===== src/rtl/l1d_tlb_pkg.sv =====
// Shared types for the L1D TLB slice.
//   - pgsize encodings PG_1G / PG_2M / PG_4K / PG_64K
//   - page_walk_rsp_t : result returned by the page-table walker
//   - tlb_entry_t     : one cached translation
//   - tlb_state_e     : lookup/walk controller states
package l1d_tlb_pkg;

  localparam logic [1:0] PG_1G  = 2'd0;
  localparam logic [1:0] PG_2M  = 2'd1;
  localparam logic [1:0] PG_4K  = 2'd2;
  localparam logic [1:0] PG_64K = 2'd3;

  typedef struct packed {
    logic [63:0] paddr;
    logic        fault;
    logic        dirty;
    logic        readable;
    logic        writable;
    logic        executable;
    logic        user;
    logic        gbl;
    logic [1:0]  pgsize;
  } page_walk_rsp_t;

  typedef struct packed {
    logic        valid;
    logic [26:0] vpn;     // va[38:12]
    logic [1:0]  pgsize;
    logic [43:0] ppn;     // paddr[55:12]
    logic        dirty;
    logic        readable;
    logic        writable;
    logic        executable;
    logic        user;
    logic        gbl;
  } tlb_entry_t;

  typedef enum logic [1:0] {
    ST_IDLE,
    ST_WALK,
    ST_WAIT
  } tlb_state_e;

endpackage


===== src/rtl/l1d_tlb_match.sv =====
// Combinational compare of one TLB entry against a virtual address.
// Ports:
//   i_entry : cached translation
//   i_va    : lookup virtual address
//   o_hit   : entry valid and tag bits for its page size match
//   o_pa    : formed physical address, forced to zero when not hitting so
//             the top can OR-reduce all entries
module tlb_match
  import l1d_tlb_pkg::*;
(
  input  tlb_entry_t  i_entry,
  input  logic [63:0] i_va,
  output logic        o_hit,
  output logic [63:0] o_pa
);

  logic        w_tag_eq;
  logic [63:0] w_pa;

  always_comb begin
    w_tag_eq = 1'b0;
    w_pa     = '0;
    case (i_entry.pgsize)
      PG_1G: begin
        w_tag_eq = (i_entry.vpn[26:18] == i_va[38:30]);
        w_pa     = {8'd0, i_entry.ppn[43:18], i_va[29:0]};
      end
      PG_2M: begin
        w_tag_eq = (i_entry.vpn[26:9] == i_va[38:21]);
        w_pa     = {8'd0, i_entry.ppn[43:9], i_va[20:0]};
      end
      PG_64K: begin
        w_tag_eq = (i_entry.vpn[26:4] == i_va[38:16]);
        w_pa     = {8'd0, i_entry.ppn[43:4], i_va[15:0]};
      end
      default: begin
        w_tag_eq = (i_entry.vpn == i_va[38:12]);
        w_pa     = {8'd0, i_entry.ppn, i_va[11:0]};
      end
    endcase
    o_hit = i_entry.valid && w_tag_eq;
    o_pa  = o_hit ? w_pa : '0;
  end

  // Permission bits and the VA bits above the translated range are not part
  // of the compare.
  logic w_unused;
  assign w_unused = &{1'b0, i_entry.dirty, i_entry.readable, i_entry.writable,
                      i_entry.executable, i_entry.user, i_entry.gbl, i_va[63:39]};

endmodule


===== src/rtl/l1d_tlb.sv =====
// Fully-associative data-side TLB between the L1D tag pipeline and the
// page-table walker. Hits respond one cycle after acceptance; a miss issues a
// single walk and responds one cycle after the walker returns.
// Ports:
//   clk, reset_n                 : clock, asynchronous active-low reset
//   clear_tlb                    : invalidate all entries
//   req_valid/req_va/req_ready   : lookup request channel
//   rsp_valid/rsp_pa/rsp_fault,
//   rsp_dirty/read/write/exec/user : registered lookup response
//   walk_req/walk_va             : walk request to walker (l1d_req/l1d_va)
//   walk_gnt                     : walker grant, informational only
//   walk_rsp_valid/walk_rsp      : walker result
module l1d_tlb
  import l1d_tlb_pkg::*;
#(
  parameter int unsigned N_ENTRIES = 8
) (
  input  logic           clk,
  input  logic           reset_n,
  input  logic           clear_tlb,
  input  logic           req_valid,
  input  logic [63:0]    req_va,
  output logic           req_ready,
  output logic           rsp_valid,
  output logic [63:0]    rsp_pa,
  output logic           rsp_fault,
  output logic           rsp_dirty,
  output logic           rsp_read,
  output logic           rsp_write,
  output logic           rsp_exec,
  output logic           rsp_user,
  output logic           walk_req,
  output logic [63:0]    walk_va,
  input  logic           walk_gnt,
  input  logic           walk_rsp_valid,
  input  page_walk_rsp_t walk_rsp
);

  localparam int unsigned IDX_W = (N_ENTRIES > 1) ? $clog2(N_ENTRIES) : 1;

  tlb_state_e       r_state;
  tlb_state_e       w_state_nxt;
  tlb_entry_t       r_entries [N_ENTRIES];
  logic [IDX_W-1:0] r_rr_ptr;
  logic             r_clr_pend;

  logic             r_req_ready;
  logic             r_rsp_valid;
  logic [63:0]      r_rsp_pa;
  logic             r_rsp_fault;
  logic [4:0]       r_rsp_flags;   // {dirty, read, write, exec, user}
  logic             r_walk_req;
  logic [63:0]      r_walk_va;

  // ---------------------------------------------------------------- lookup
  logic [N_ENTRIES-1:0] w_hit_vec;
  logic [63:0]          w_pa_vec [N_ENTRIES];
  logic                 w_any_hit;
  logic [63:0]          w_hit_pa;
  logic [4:0]           w_hit_flags;

  for (genvar g = 0; g < N_ENTRIES; g++) begin : g_match
    tlb_match u_match (
      .i_entry (r_entries[g]),
      .i_va    (req_va),
      .o_hit   (w_hit_vec[g]),
      .o_pa    (w_pa_vec[g])
    );
  end

  // At most one entry can match, so a plain OR merges the one-hot results.
  always_comb begin
    w_hit_pa    = '0;
    w_hit_flags = '0;
    for (int unsigned i = 0; i < N_ENTRIES; i++) begin
      w_hit_pa = w_hit_pa | w_pa_vec[i];
      if (w_hit_vec[i]) begin
        w_hit_flags = w_hit_flags | {r_entries[i].dirty, r_entries[i].readable,
                                     r_entries[i].writable, r_entries[i].executable,
                                     r_entries[i].user};
      end
    end
    w_any_hit = |w_hit_vec;
  end

  // ---------------------------------------------------------------- victim
  logic             w_has_free;
  logic [IDX_W-1:0] w_free_idx;
  logic [IDX_W-1:0] w_victim;
  tlb_entry_t       w_fill_entry;

  always_comb begin
    w_has_free = 1'b0;
    w_free_idx = '0;
    for (int unsigned i = 0; i < N_ENTRIES; i++) begin
      if (!r_entries[i].valid && !w_has_free) begin
        w_has_free = 1'b1;
        w_free_idx = IDX_W'(i);
      end
    end
    w_victim = w_has_free ? w_free_idx : r_rr_ptr;

    w_fill_entry            = '0;
    w_fill_entry.valid      = 1'b1;
    w_fill_entry.vpn        = r_walk_va[38:12];
    w_fill_entry.pgsize     = walk_rsp.pgsize;
    w_fill_entry.ppn        = walk_rsp.paddr[55:12];
    w_fill_entry.dirty      = walk_rsp.dirty;
    w_fill_entry.readable   = walk_rsp.readable;
    w_fill_entry.writable   = walk_rsp.writable;
    w_fill_entry.executable = walk_rsp.executable;
    w_fill_entry.user       = walk_rsp.user;
    w_fill_entry.gbl        = walk_rsp.gbl;
  end

  // ------------------------------------------------------------------- FSM
  logic w_accept;
  logic w_lookup_hit;
  logic w_walk_done;
  logic w_fill;

  always_ff @(posedge clk or negedge reset_n) begin
    if (!reset_n) r_state <= ST_IDLE;
    else          r_state <= w_state_nxt;
  end

  always_comb begin
    w_state_nxt  = r_state;
    w_accept     = 1'b0;
    w_lookup_hit = 1'b0;
    w_walk_done  = 1'b0;
    w_fill       = 1'b0;
    case (r_state)
      ST_IDLE: begin
        if (req_valid) begin
          w_accept = 1'b1;
          // A clear on the same edge wins over any hit.
          if (w_any_hit && !clear_tlb) w_lookup_hit = 1'b1;
          else                         w_state_nxt  = ST_WALK;
        end
      end
      ST_WALK: w_state_nxt = ST_WAIT;
      ST_WAIT: begin
        if (walk_rsp_valid) begin
          w_walk_done = 1'b1;
          w_fill      = !walk_rsp.fault && !clear_tlb && !r_clr_pend;
          w_state_nxt = ST_IDLE;
        end
      end
      default: w_state_nxt = ST_IDLE;
    endcase
  end

  // -------------------------------------------------------------- datapath
  always_ff @(posedge clk or negedge reset_n) begin
    if (!reset_n) begin
      r_req_ready <= 1'b1;
      r_rsp_valid <= 1'b0;
      r_rsp_pa    <= '0;
      r_rsp_fault <= 1'b0;
      r_rsp_flags <= '0;
      r_walk_req  <= 1'b0;
      r_walk_va   <= '0;
      r_clr_pend  <= 1'b0;
      r_rr_ptr    <= '0;
      for (int unsigned i = 0; i < N_ENTRIES; i++) r_entries[i] <= '0;
    end else begin
      r_req_ready <= (w_state_nxt == ST_IDLE);
      r_rsp_valid <= w_lookup_hit || w_walk_done;
      r_walk_req  <= w_accept && !w_lookup_hit;

      if (w_lookup_hit) begin
        r_rsp_pa    <= w_hit_pa;
        r_rsp_fault <= 1'b0;
        r_rsp_flags <= w_hit_flags;
      end else if (w_walk_done) begin
        r_rsp_fault <= walk_rsp.fault;
        r_rsp_pa    <= walk_rsp.fault ? '0 : walk_rsp.paddr;
        r_rsp_flags <= walk_rsp.fault ? '0 :
                       {walk_rsp.dirty, walk_rsp.readable, walk_rsp.writable,
                        walk_rsp.executable, walk_rsp.user};
      end

      if (w_accept && !w_lookup_hit) r_walk_va <= req_va;

      // Remember a clear seen while a walk is outstanding so its fill is dropped.
      if (r_state == ST_IDLE) r_clr_pend <= 1'b0;
      else if (clear_tlb)     r_clr_pend <= 1'b1;

      if (clear_tlb) begin
        for (int unsigned i = 0; i < N_ENTRIES; i++) r_entries[i].valid <= 1'b0;
        r_rr_ptr <= '0;
      end else if (w_fill) begin
        r_entries[w_victim] <= w_fill_entry;
        if (!w_has_free) r_rr_ptr <= r_rr_ptr + IDX_W'(1);
      end
    end
  end

  assign req_ready = r_req_ready;
  assign rsp_valid = r_rsp_valid;
  assign rsp_pa    = r_rsp_pa;
  assign rsp_fault = r_rsp_fault;
  assign rsp_dirty = r_rsp_flags[4];
  assign rsp_read  = r_rsp_flags[3];
  assign rsp_write = r_rsp_flags[2];
  assign rsp_exec  = r_rsp_flags[1];
  assign rsp_user  = r_rsp_flags[0];
  assign walk_req  = r_walk_req;
  assign walk_va   = r_walk_va;

  logic w_unused;
  assign w_unused = &{1'b0, walk_gnt};

endmodule

===== config.mk =====
export PLATFORM = sky130hd
export DESIGN_NAME = l1d_tlb
export DESIGN_NICKNAME = d
export VERILOG_FILES = /design/src/rtl/l1d_tlb_pkg.sv /design/src/rtl/l1d_tlb_match.sv /design/src/rtl/l1d_tlb.sv
export SDC_FILE = /design/constraint.sdc
export NUM_CORES = 1
export LEC_CHECK = 0
export ABC_AREA = 1
export BUFFER_PORTS_ARGS = -buffer_cell sky130_fd_sc_hd__buf_2
export CAP_MARGIN = 25
export CORE_MARGIN = 8
export CORE_UTILIZATION = 50
export CTS_CLUSTER_DIAMETER = 40
export DETAILED_ROUTE_END_ITERATION = 8
export GPL_TIMING_DRIVEN = 0
export PLACE_DENSITY_LB_ADDON = 0.08
export SYNTH_ARGS = -nofsm -noshare
export SYNTH_HDL_FRONTEND = slang
export SYNTH_SLANG_ARGS = --single-unit
export TNS_END_PERCENT = 20

===== constraint.sdc =====
create_clock -name clk -period 2.8 [get_ports clk]
set_clock_uncertainty 0.05 [all_clocks]
set_input_delay 0.14 -clock clk [delete_from_list [all_inputs] [get_ports clk]]
set_output_delay 0.14 -clock clk [all_outputs]
set_load 0.01 [all_outputs]

Word-level counts from Yosys, hierarchy flattened. Index checks and enable logic that the tools add are counted.

Latch bits: 0. Output and inout bits: 137. RAM bits: 0. Register bits after elaboration: 783. Bits of input ports: 143. Memories: 0. Memory bits (read-only): 0. Word-level logic and storage cells: 300.

Bitwise operators: 16. $lt $le $gt $ge: 2. Equality and inequality tests: 51. Muxes and demuxes: 86. $add $sub $neg: 1. Reductions and logical operators: 54. Div/mod/pow operators: 0. Multipliers: 0. Shift-type cells: 0.

Operators with widths (number): one-hot mux 30 bit (3 select lines) (8); bitwise mux 640 bit (1); two-way mux 640 bit (1); two-way mux 56 bit (8); OR 64 bit (7); demux 80 bit (select 3 bit) (1); equality test 27 bit (8); two-way mux 64 bit (3); equality test 23 bit (8); equality test 18 bit (8); two-way mux 80 bit (1); equality test 9 bit (8); two-way mux 5 bit (11); OR 5 bit (7); two-way mux 1 bit (30); two-way mux 3 bit (10); one-hot mux 1 bit (3 select lines) (8); logical AND 1 bit (20); zero test 2 bit (10); equality test 2 x 1 -> 1 bit (second input constant) (9); equality test 2 bit (second input constant) (9); zero test 1 bit (17); OR reduction 8 bit (1); two-way mux 2 bit (3); other kinds (10) (13).

Depth between registers and ports, before layout. Gate-level depths: netlist of the first run.

Depth in word-level cells: 30. Depth in mapped cells: 21. Mapped depth without buffers: 19.

Modules after synthesis. Synthesis of the first run repeated with hierarchy kept, for this count alone.

Cell total of the unflattened synthesis: 6123. Area, all modules: 44395.1 µm².

By module, submodules not included: l1d_tlb (times used 1, area an instance 32914.1 µm², cells each 3931); tlb_match (times used 8, area an instance 1435.1 µm², cells each 274).

Least setup slack after synthesis of the first run. Ideal clock, no wire load.

Kind: reg-to-reg. Start point: reg r_entries[479] in the netlist's numbering. End point: reg r_entries[552] in the netlist's numbering. Required time: 2620 ps. Setup slack: 710 ps. Clock period less this slack: 2090 ps. Cell stages (with the launch flop): 16. Arrival time: 1910 ps. Path buffers: 2. Setup time: 130 ps. Cell sequence: dfrtp_1 inv_1 nor3_1 inv_1 nor2_1 nand2_1 nor3_4 inv_2 o21ai_2 inv_1 nor2_1 nand2_1 buf_2 buf_2 nand2_1 o21ai_1.

Cells in the longest elaborated chain, start to end: 25. Elaborated cells between the ends (all ways): 32. Those cells by class: order compare (2); mux (16); bitwise (1); reduce/logical (13).

Ends and longest elaborated chain: start: declaration (line l1d_tlb.sv:43) `tlb_entry_t r_entries [N_ENTRIES];`; start signal: indexed assignment (line l1d_tlb.sv:194) `r_entries[w_victim] <= w_fill_entry;`; zero test 1 bit (*) (line l1d_tlb.sv:96) `if (!r_entries[i].valid && !w_has_free) begin`; logical AND 1 bit (*) (line l1d_tlb.sv:96); two-way mux 1 bit (line l1d_tlb.sv:96); zero test 1 bit (line l1d_tlb.sv:96); logical AND 1 bit (line l1d_tlb.sv:96); two-way mux 1 bit (line l1d_tlb.sv:96); zero test 1 bit (line l1d_tlb.sv:96); logical AND 1 bit (line l1d_tlb.sv:96); [... 9 more ...]; two-way mux 3 bit / two-way mux 1 bit (equally long branches) (line l1d_tlb.sv:96); two-way mux 3 bit (*) (line l1d_tlb.sv:101) `w_victim = w_has_free ? w_free_idx : r_rr_ptr;`; NOT 3 -> 4 bit (implied by the code) (*) (line l1d_tlb.sv:194); greater-or-equal comparator 4 bit (implied by the code) / less-than comparator 4 x 1 -> 1 bit (equally long branches) (line l1d_tlb.sv:194); logical AND 1 bit (implied by the code) (line l1d_tlb.sv:194); two-way mux 80 bit (implied by the code) (line l1d_tlb.sv:194); demux 80 bit (select 3 bit) (*) (line l1d_tlb.sv:194); bitwise mux 640 bit (*) (line l1d_tlb.sv:194).

Every way passes the cells marked *; elsewhere a longest branch is shown, timed or not. A chain may end at the register's enable or synchronous reset.

Worst setup path after layout of the first run.
Start point: reg r_entries[451] in the netlist's numbering. End point: reg r_rsp_flags[1].

Cells in the longest elaborated chain, start to end: 15. Elaborated cells between the ends (all ways): 23. Those cells by class: eq/ne (2); mux (11); bitwise (5); reduce/logical (5).

Ends and longest elaborated chain: equality test 2 bit, or another cell as far along (line l1d_tlb_match.sv:23) `case (i_entry.pgsize)`; one-hot mux 1 bit (3 select lines) (*) (line l1d_tlb_match.sv:23); logical AND 1 bit (*) (line l1d_tlb_match.sv:41) `o_hit = i_entry.valid && w_tag_eq;`; two-way mux 5 bit (line l1d_tlb.sv:77) `if (w_hit_vec[i]) begin`; OR 5 bit (line l1d_tlb.sv:78) `w_hit_flags = w_hit_flags | {r_entries[i].dirty, r_entries[i].readable,`; two-way mux 5 bit (line l1d_tlb.sv:77); OR 5 bit (line l1d_tlb.sv:78); two-way mux 5 bit (line l1d_tlb.sv:77); OR 5 bit (line l1d_tlb.sv:78); two-way mux 5 bit (line l1d_tlb.sv:77); OR 5 bit (line l1d_tlb.sv:78); two-way mux 5 bit (line l1d_tlb.sv:77); OR 5 bit (line l1d_tlb.sv:78); two-way mux 5 bit (line l1d_tlb.sv:77); two-way mux 5 bit (line l1d_tlb.sv:172) `if (w_lookup_hit) begin`; end signal: assignment (line l1d_tlb.sv:175) `r_rsp_flags <= w_hit_flags;`; end signal: assignment (line l1d_tlb.sv:179) `r_rsp_flags <= walk_rsp.fault ? '0 :`; end: declaration (line l1d_tlb.sv:51) `logic [4:0] r_rsp_flags;`.

Marks and branches as above.

==> flow_summary.yaml, run 1 <==
critical_path:
  critPathArrivalTime_ps: 3370
  critPathLaunch: "r_entries[451]"
  worst-r2r-setup-slack_ps: 40
  timing.critical_path.buf_inv: 3
  cpLargestDelayFamily: "simple AND/OR/NAND/NOR gates"
  reg2reg_to: "r_rsp_flags[1]"
  cp_slowest_cell: "sky130_fd_sc_hd__buf_1"
  worst_r2r_startpoint: "r_entries[451]"
  worstSetupStartpointType: "flip-flop"
  critical-path-max-stage-delay_ps: 650
  crit_path_end_kind: "flip-flop"
  reg2reg_depth: 12
  cp_data_required_time_ps: 3410
  timing.critical_path.fanout_max: 10
  critPathKind: "reg -> reg"
  worst_path_most_repeated_cell: "sky130_fd_sc_hd__nand2_1"
  timing.critical_path.cells: "nor2_4, inv_1, nand2_4, buf_1, nand3_1, nand2_1, nor2_1, nand2_1, nor2_1, nand3_2, nand2_1, inv_1"
placed_design:
  port_buffers: 264
  dpl-instance-area_um2: 40420
  gp_routability_congestion: 0.9582
  place.detailed.hpwl_um: 99690
synth:
  postSynth.topFlopCell: "sky130_fd_sc_hd__dfrtp_1"
  yosys.area_share.simple: 0.2492
  synth_seq_area_share: 0.5148
  post_synth_xor_area_fraction: 0.03185
  synth_edf_count: 0
  synth_fa_ha_area_frac: 0.0003321
  postSynthAreaPerCell_um2: 7.992
  netlist_instances: 4714
  yosysUniqueCellTypes: 41
  syn_nets: 4858
  synth_async_sr_flop_share: 1.000
  synth_seq_cells: 775
  complex_gate_fraction_of_the_synthesized_area: 0.1188
  main_combinational_cell_family_by_area_after_synthesis: "simple AND/OR/NAND/NOR gates"
  syn-cell-area_um2: 37680
  ys.warnings.count: 0
  synth.mux.area_fraction: 0.01405
pwr:
  power_per_cell_area_nw_per_um2: 805.9
  finalPower_uw: 38230
  max-vdd-ir-drop_mv: 0.6039
  static-leakage-power_uw: 0.02316
run:
  maxCapViolations: 0
floorplanning:
  floorplan.initialDensity: 0.5052
  die_h_um: 290.5
  placeableCoreArea_um2: 74570
  chipWidth_um: 290.5
  dieArea_um2: 84390
  ios: 280
  std_cell_rows: 100
sta:
  report.final.setup_viol: 0
  timing.final.crit_share: 0.9853
  slew_headroom: 0.3228
  report.final.hold_viol_count: 0
  maxSlewViolCount: 0
  max_clock_freq_mhz: 362.5
  fin_hold_ws_ps: 34.92
  finalWorstPathRequiredPeriod_ps: 2759
  worstMarginPinSlew_ps: 1016
  rsz0062_at_grt: "true"
layout:
  postLayoutCellArea_um2: 47440
  final_cell_mix: "sky130_fd_sc_hd__nand2_1 (1,453), sky130_fd_sc_hd__dfrtp_1 (773), sky130_fd_sc_hd__o21ai_0 (573)"
  drive_gt1_frac: 0.1691
  most_common_library_cell_in_the_layout_ignoring_fill_and_taps: "sky130_fd_sc_hd__nand2_1"
  num-nets-final: 5437
  syn_to_final_growth_pct: 25.91
  fillers: 6588
routing:
  antenna_violating_nets_post_route: 0
  postRouteWirelength_um: 144000
  detail_route.first_pass.iterations: 6
  drt_iter0_markers: 3917
  drc: 0
  routed_via_density: 5.704
  wire_per_inst_um: 22.60
  vias: 36340
global_route:
  global_route.overflow_total: 0
  grt_max_degree: 122
  first_pass_grt_wire_length_um: 217900
  first_global_vias: 35440
  initial_antenna_violation_count: 6
  globalRouteTotalUtil: 0.3339
worst_hold_path:
  worstHoldEndpoint: "rsp_pa[0]"
  worstHoldPathType: "in -> reg"
  min_from: "req_valid"
  holdPathStages: 6
clock_tree:
  cts.sink_count: 775
  number_of_buffers_added_by_the_clock_tree_synthesis_step: 135
  cts.reportedPaths.clkPinSlew_ps: 50
  clk_latency_ps: 730
  clock_tree_from_tritoncts: "done"
  maximum_buffer_depth_of_the_clock_tree: 3
  cts.htree.levels: 4
  clk_root_buf: "sky130_fd_sc_hd__clkbuf_16"
run_status:
  outcome: "finished, final reports clean"
-- sequential cells by signal, indices dropped and copies added (netlist names) --
name	flops
req_ready	1
r_entries	632
r_rr_ptr	3
rsp_fault	1
r_state	2
rsp_valid	1
walk_req	1
walk_va	64
r_rsp_flags	5
rsp_pa	64
r_clr_pend	1
-- cell families (layout without fill, tap and decap cells) --
family	after synthesis	after routing
and+or+nand+nor	2271	2271
other	0	3
muxes	47	47
DFF	775	775
AOI/OAI and AO/OA	874	874
buffers and inverters	609	1294
xor gates and xnor gates	137	137
adders and majority gates	1	1
-- layer usage --
metal	global-route usage	up-vias	routed length, um
met5	0	-	11
met4	0.1687	2	7167
met3	0.08568	348	14010
met2	0.5045	1787	63700
met1	0.4441	17740	59110
li1	-	16460	-
-- timing repair --
| action | 4_1_cts | 5_1_grt |
|---|---|---|
| gates resized for setup | 62 | 174 |
| setup endpoints to repair | 770 | 760 |
| hold endpoints to repair | 756 | 0 |
| hold buffers | 157 | 0 |
| setup buffers | 5 | 9 |
| pin swaps | 3 | 5 |
-- how the worst max path moves through the flow --
stage                                end  slack [ps]  depth (start not counted)
after floorplan           r_entries[552]         710                         15
after global placement    r_entries[519]      -15650                          1
after detailed placement  r_entries[362]       -1030                         11
after CTS                 r_rsp_flags[1]         -90                         13
after global routing      r_entries[259]         -30                         15
final                     r_rsp_flags[1]          40                         12
-- synth_stat cells (2+ instances only) --
cell type,count,area (um2)
sky130_fd_sc_hd__nand2_1,1466,5503
sky130_fd_sc_hd__buf_1,6,22.52
sky130_fd_sc_hd__nand4_1,69,431.7
sky130_fd_sc_hd__o2111ai_1,4,35.03
sky130_fd_sc_hd__nand2_2,12,75.07
sky130_fd_sc_hd__buf_6,9,101.4
sky130_fd_sc_hd__nand3_1,446,2232
sky130_fd_sc_hd__nor2_2,7,43.79
sky130_fd_sc_hd__or2_2,4,25.02
sky130_fd_sc_hd__o21ai_2,16,140.1
sky130_fd_sc_hd__clkbuf_1,103,386.6
sky130_fd_sc_hd__buf_4,18,135.1
sky130_fd_sc_hd__a21oi_1,46,230.2
sky130_fd_sc_hd__xor2_1,53,464.2
sky130_fd_sc_hd__o21ai_1,220,1101
sky130_fd_sc_hd__nor2_4,2,22.52
sky130_fd_sc_hd__inv_1,269,1010
sky130_fd_sc_hd__o22ai_1,4,25.02
sky130_fd_sc_hd__buf_2,176,880.8
sky130_fd_sc_hd__clkinv_1,2,7.510
sky130_fd_sc_hd__o21bai_1,2,15.01
sky130_fd_sc_hd__o21ai_0,576,2883
sky130_fd_sc_hd__buf_8,3,45.04
sky130_fd_sc_hd__nor3_1,6,30.03
sky130_fd_sc_hd__a211oi_1,4,30.03
sky130_fd_sc_hd__mux2_2,47,529.3
sky130_fd_sc_hd__dfrtp_1,774,19370
sky130_fd_sc_hd__xnor2_1,84,735.7
sky130_fd_sc_hd__inv_2,23,86.33
sky130_fd_sc_hd__nor2_1,251,942.2
sky130_fd_sc_hd__o21a_1,2,15.01
-- worst register-to-register path, cell delays in order (launching register included) --
cell,delay [ps]
sky130_fd_sc_hd__dfrtp_1,480
sky130_fd_sc_hd__nor2_4,290
sky130_fd_sc_hd__inv_1,240
sky130_fd_sc_hd__nand2_4,260
sky130_fd_sc_hd__buf_1,650
sky130_fd_sc_hd__nand3_1,170
sky130_fd_sc_hd__nand2_1,110
sky130_fd_sc_hd__nor2_1,50
sky130_fd_sc_hd__nand2_1,70
sky130_fd_sc_hd__nor2_1,70
sky130_fd_sc_hd__nand3_2,140
sky130_fd_sc_hd__nand2_1,70
sky130_fd_sc_hd__inv_1,50
-- where the power goes --
| part | internal, uW | switching, uW |
|---|---|---|
| clock network | 11100 | 6010 |
| logic | 2460 | 4820 |
| registers | 12700 | 1070 |
| total | 26300 | 11900 |
-- area by class of cell --
cell class,count,area [um2],area share
Clock buffer,171,3802,0.08015
Multi-Input combinational cell,3330,15840,0.3339
Tap cell,969,1212,0.02556
Sequential cell,775,19400,0.4089
Inverter,294,1120,0.02361
Clock inverter,72,918.4,0.01936
Timing Repair Buffer,444,3294,0.06944
Antenna cell,3,7.507,0.0001582
Buffer,313,1847,0.03893
-- through the flow --
stage               utilization  setup slack, ps  cells  setup TNS (ps)
detailed placement       0.5421            -1025   5955         -560210
global route             0.6361           -34.03   6370          -373.7
CTS                      0.6297           -88.00   6360          -179.7
floorplan                     -            709.7   4714               0
global placement         0.5392           -15650   5947               -
finish                   0.6362            41.25   6371               0
Power figures use the tool's default switching activity.
==> inputs of run 2 (changes only) <==
CTS_BUF_LIST = sky130_fd_sc_hd__clkbuf_4 sky130_fd_sc_hd__clkbuf_8   (was not set)
==> run 2 against run 1 <==
Against the previous run:
- sequential share of layout area is 1.2 points higher
- clock power shrank 32%
- critical path depth did not move
- cell area shrank 2.8%
- setup slack got worse by 30 ps
- core utilization is 1.8 points lower
- power decreased by 14%
- critical endpoint is now rsp_pa[48]
- highest routed layer is now met4
==> flow_summary.yaml, run 2 (synthesized netlist as in run 1, its figures left out) <==
critical_path:
  critPathArrivalTime_ps: 3420
  timing.critical_path.fanout_max: 10
  cp_data_required_time_ps: 3430
  crit_path_end_kind: "flip-flop"
  critPathKind: "reg -> reg"
  worstSetupStartpointType: "flip-flop"
  reg2reg_depth: 12
sta:
  fin_hold_ws_ps: 70.45
  max_clock_freq_mhz: 358.6
  finalWorstPathRequiredPeriod_ps: 2789
  timing.final.crit_share: 0.9961
  report.final.setup_viol: 0
  report.final.hold_viol_count: 0
  worstMarginPinSlew_ps: 1120
  rsz0062_at_grt: "true"
  maxSlewViolCount: 0
  setup_slack_ps: 11.01
  slew_headroom: 0.2533
global_route:
  global_route.overflow_total: 0
  first_global_vias: 35590
  globalRouteTotalUtil: 0.3361
  initial_antenna_violation_count: 5
  first_pass_grt_wire_length_um: 219200
  grt_max_degree: 122
routing:
  routed_via_density: 5.672
  vias: 36390
  postRouteWirelength_um: 144500
  drc: 0
  wire_per_inst_um: 22.52
  detail_route.first_pass.iterations: 8
  drt_iter0_markers: 3957
  antenna_violating_nets_post_route: 0
pwr:
  switching_power_uw: 11050
  static-leakage-power_uw: 0.02268
  netSwitchingFraction: 0.3361
  max-vdd-ir-drop_mv: 0.6707
  p_seq_frac: 0.420
  power.combinational.fraction: 0.223
  power_per_cell_area_nw_per_um2: 712.6
  power.share.clock: 0.357
  p_int_uw: 21820
clock_tree:
  clk_latency_ps: 810
  clk_root_buf: "sky130_fd_sc_hd__clkbuf_8"
  maximum_buffer_depth_of_the_clock_tree: 3
  cts.sink_count: 775
  cts.reportedPaths.clkPinSlew_ps: 60
  number_of_buffers_added_by_the_clock_tree_synthesis_step: 143
  clock_tree_from_tritoncts: "done"
  cts.htree.levels: 4
placed_design:
  port_buffers: 264
  gp_routability_congestion: 0.9582
  detailedPlace.worstSlack_ps: -1025
  place.detailed.hpwl_um: 99690
floorplanning:
  std_cell_rows: 100
  die_h_um: 290.5
  ios: 280
  dieArea_um2: 84390
  floorplan.initialDensity: 0.5052
  placeableCoreArea_um2: 74570
  chipWidth_um: 290.5
layout:
  num-nets-final: 5476
  regArea_um2: 19400
  largest_reg_flops: 632
  most_common_library_cell_in_the_layout_ignoring_fill_and_taps: "sky130_fd_sc_hd__nand2_1"
  drive_gt1_frac: 0.1707
  multi_input_comb_area_um2: 15830
  final_cell_mix: "sky130_fd_sc_hd__nand2_1 (1,454), sky130_fd_sc_hd__dfrtp_1 (773), sky130_fd_sc_hd__o21ai_0 (572)"
  fillers: 6793
  registers.top_by_ff_count: "r_entries"
  syn_to_final_growth_pct: 22.45
  final_util: 0.6186
run:
  maxCapViolations: 0
worst_hold_path:
  holdPathStages: 4
  worstHoldPathType: "in -> reg"
run_status:
  outcome: "finished, final reports clean"
## run 2: worst max-delay path, stage by stage (launching register included)
cell                      delay, ps
sky130_fd_sc_hd__dfrtp_1        500
sky130_fd_sc_hd__nor2_2         550
sky130_fd_sc_hd__nor2_1         170
sky130_fd_sc_hd__nand2_4        210
sky130_fd_sc_hd__nand3_1        150
sky130_fd_sc_hd__nand3_1        140
sky130_fd_sc_hd__nor2_1          80
sky130_fd_sc_hd__nor2_4         120
sky130_fd_sc_hd__buf_12         140
sky130_fd_sc_hd__buf_2          240
sky130_fd_sc_hd__nand3_1        170
sky130_fd_sc_hd__nand2_1        100
sky130_fd_sc_hd__inv_1           40
## run 2: layout make-up
class	count	area share
sequential	775	0.4204
multi-input combinational	3330	0.3432
timing repair buffer	474	0.07797
clock buffer	217	0.05931
buffer	314	0.04158
tap	969	0.02628
inverter	294	0.02395
clock inverter	32	0.006753
antenna	10	0.0005424
## run 2: routing by layer
metal | vias up | track usage | share of wire | routed length [um]
met5 | - | 0 | 0 | 0
met4 | 0 | 0.1630 | 0.048 | 6874
met3 | 368 | 0.08308 | 0.098 | 14130
met2 | 1777 | 0.5147 | 0.45 | 64340
met1 | 17710 | 0.4461 | 0.41 | 59150
li1 | 16540 | - | - | -
## run 2: power by group through the flow
stage	sequential [uW]	combinational, uW	clock [uW]
after floorplan	14100	3520	0
after detailed placement	13900	6910	0
final	13800	7340	11700
after CTS	13700	7180	11700
after global placement	13900	6750	0
after global routing	13900	8070	12200
## run 2: metrics by stage
stage,power (uW),instance area [um2],TNS [ps],instances
2_1_floorplan,17620,37680,0,4714
3_3_place_gp,20650,40210,-,5947
3_5_place_dp,20810,40420,-560210,5955
4_1_cts,32670,45620,-1813,6398
5_1_grt,34260,46130,-6827,6412
6_report,32870,46130,0,6415
## run 2: final timing paths
| path | start | end | slack [ps] |
|---|---|---|---|
| max | r_entries[610] | rsp_pa[48] | 10 |
| min | req_va[49] | walk_va[49] | 70 |
| max reg2reg | r_entries[610] | rsp_pa[48] | 10 |
| min reg2reg | walk_va[48] | walk_va[48] | 430 |
| max in group asynchronous | reset_n | r_entries[602] | 760 |
| min in group asynchronous | reset_n | r_entries[546] | 440 |
## run 2: what timing repair did
item / in CTS / in global routing
setup endpoints to repair: 770 / 763
hold buffers: 191 / 0
hold endpoints to repair: 782 / 0
pin swaps: 1 / 7
setup buffers: 3 / 8
gates resized for setup: 56 / 211
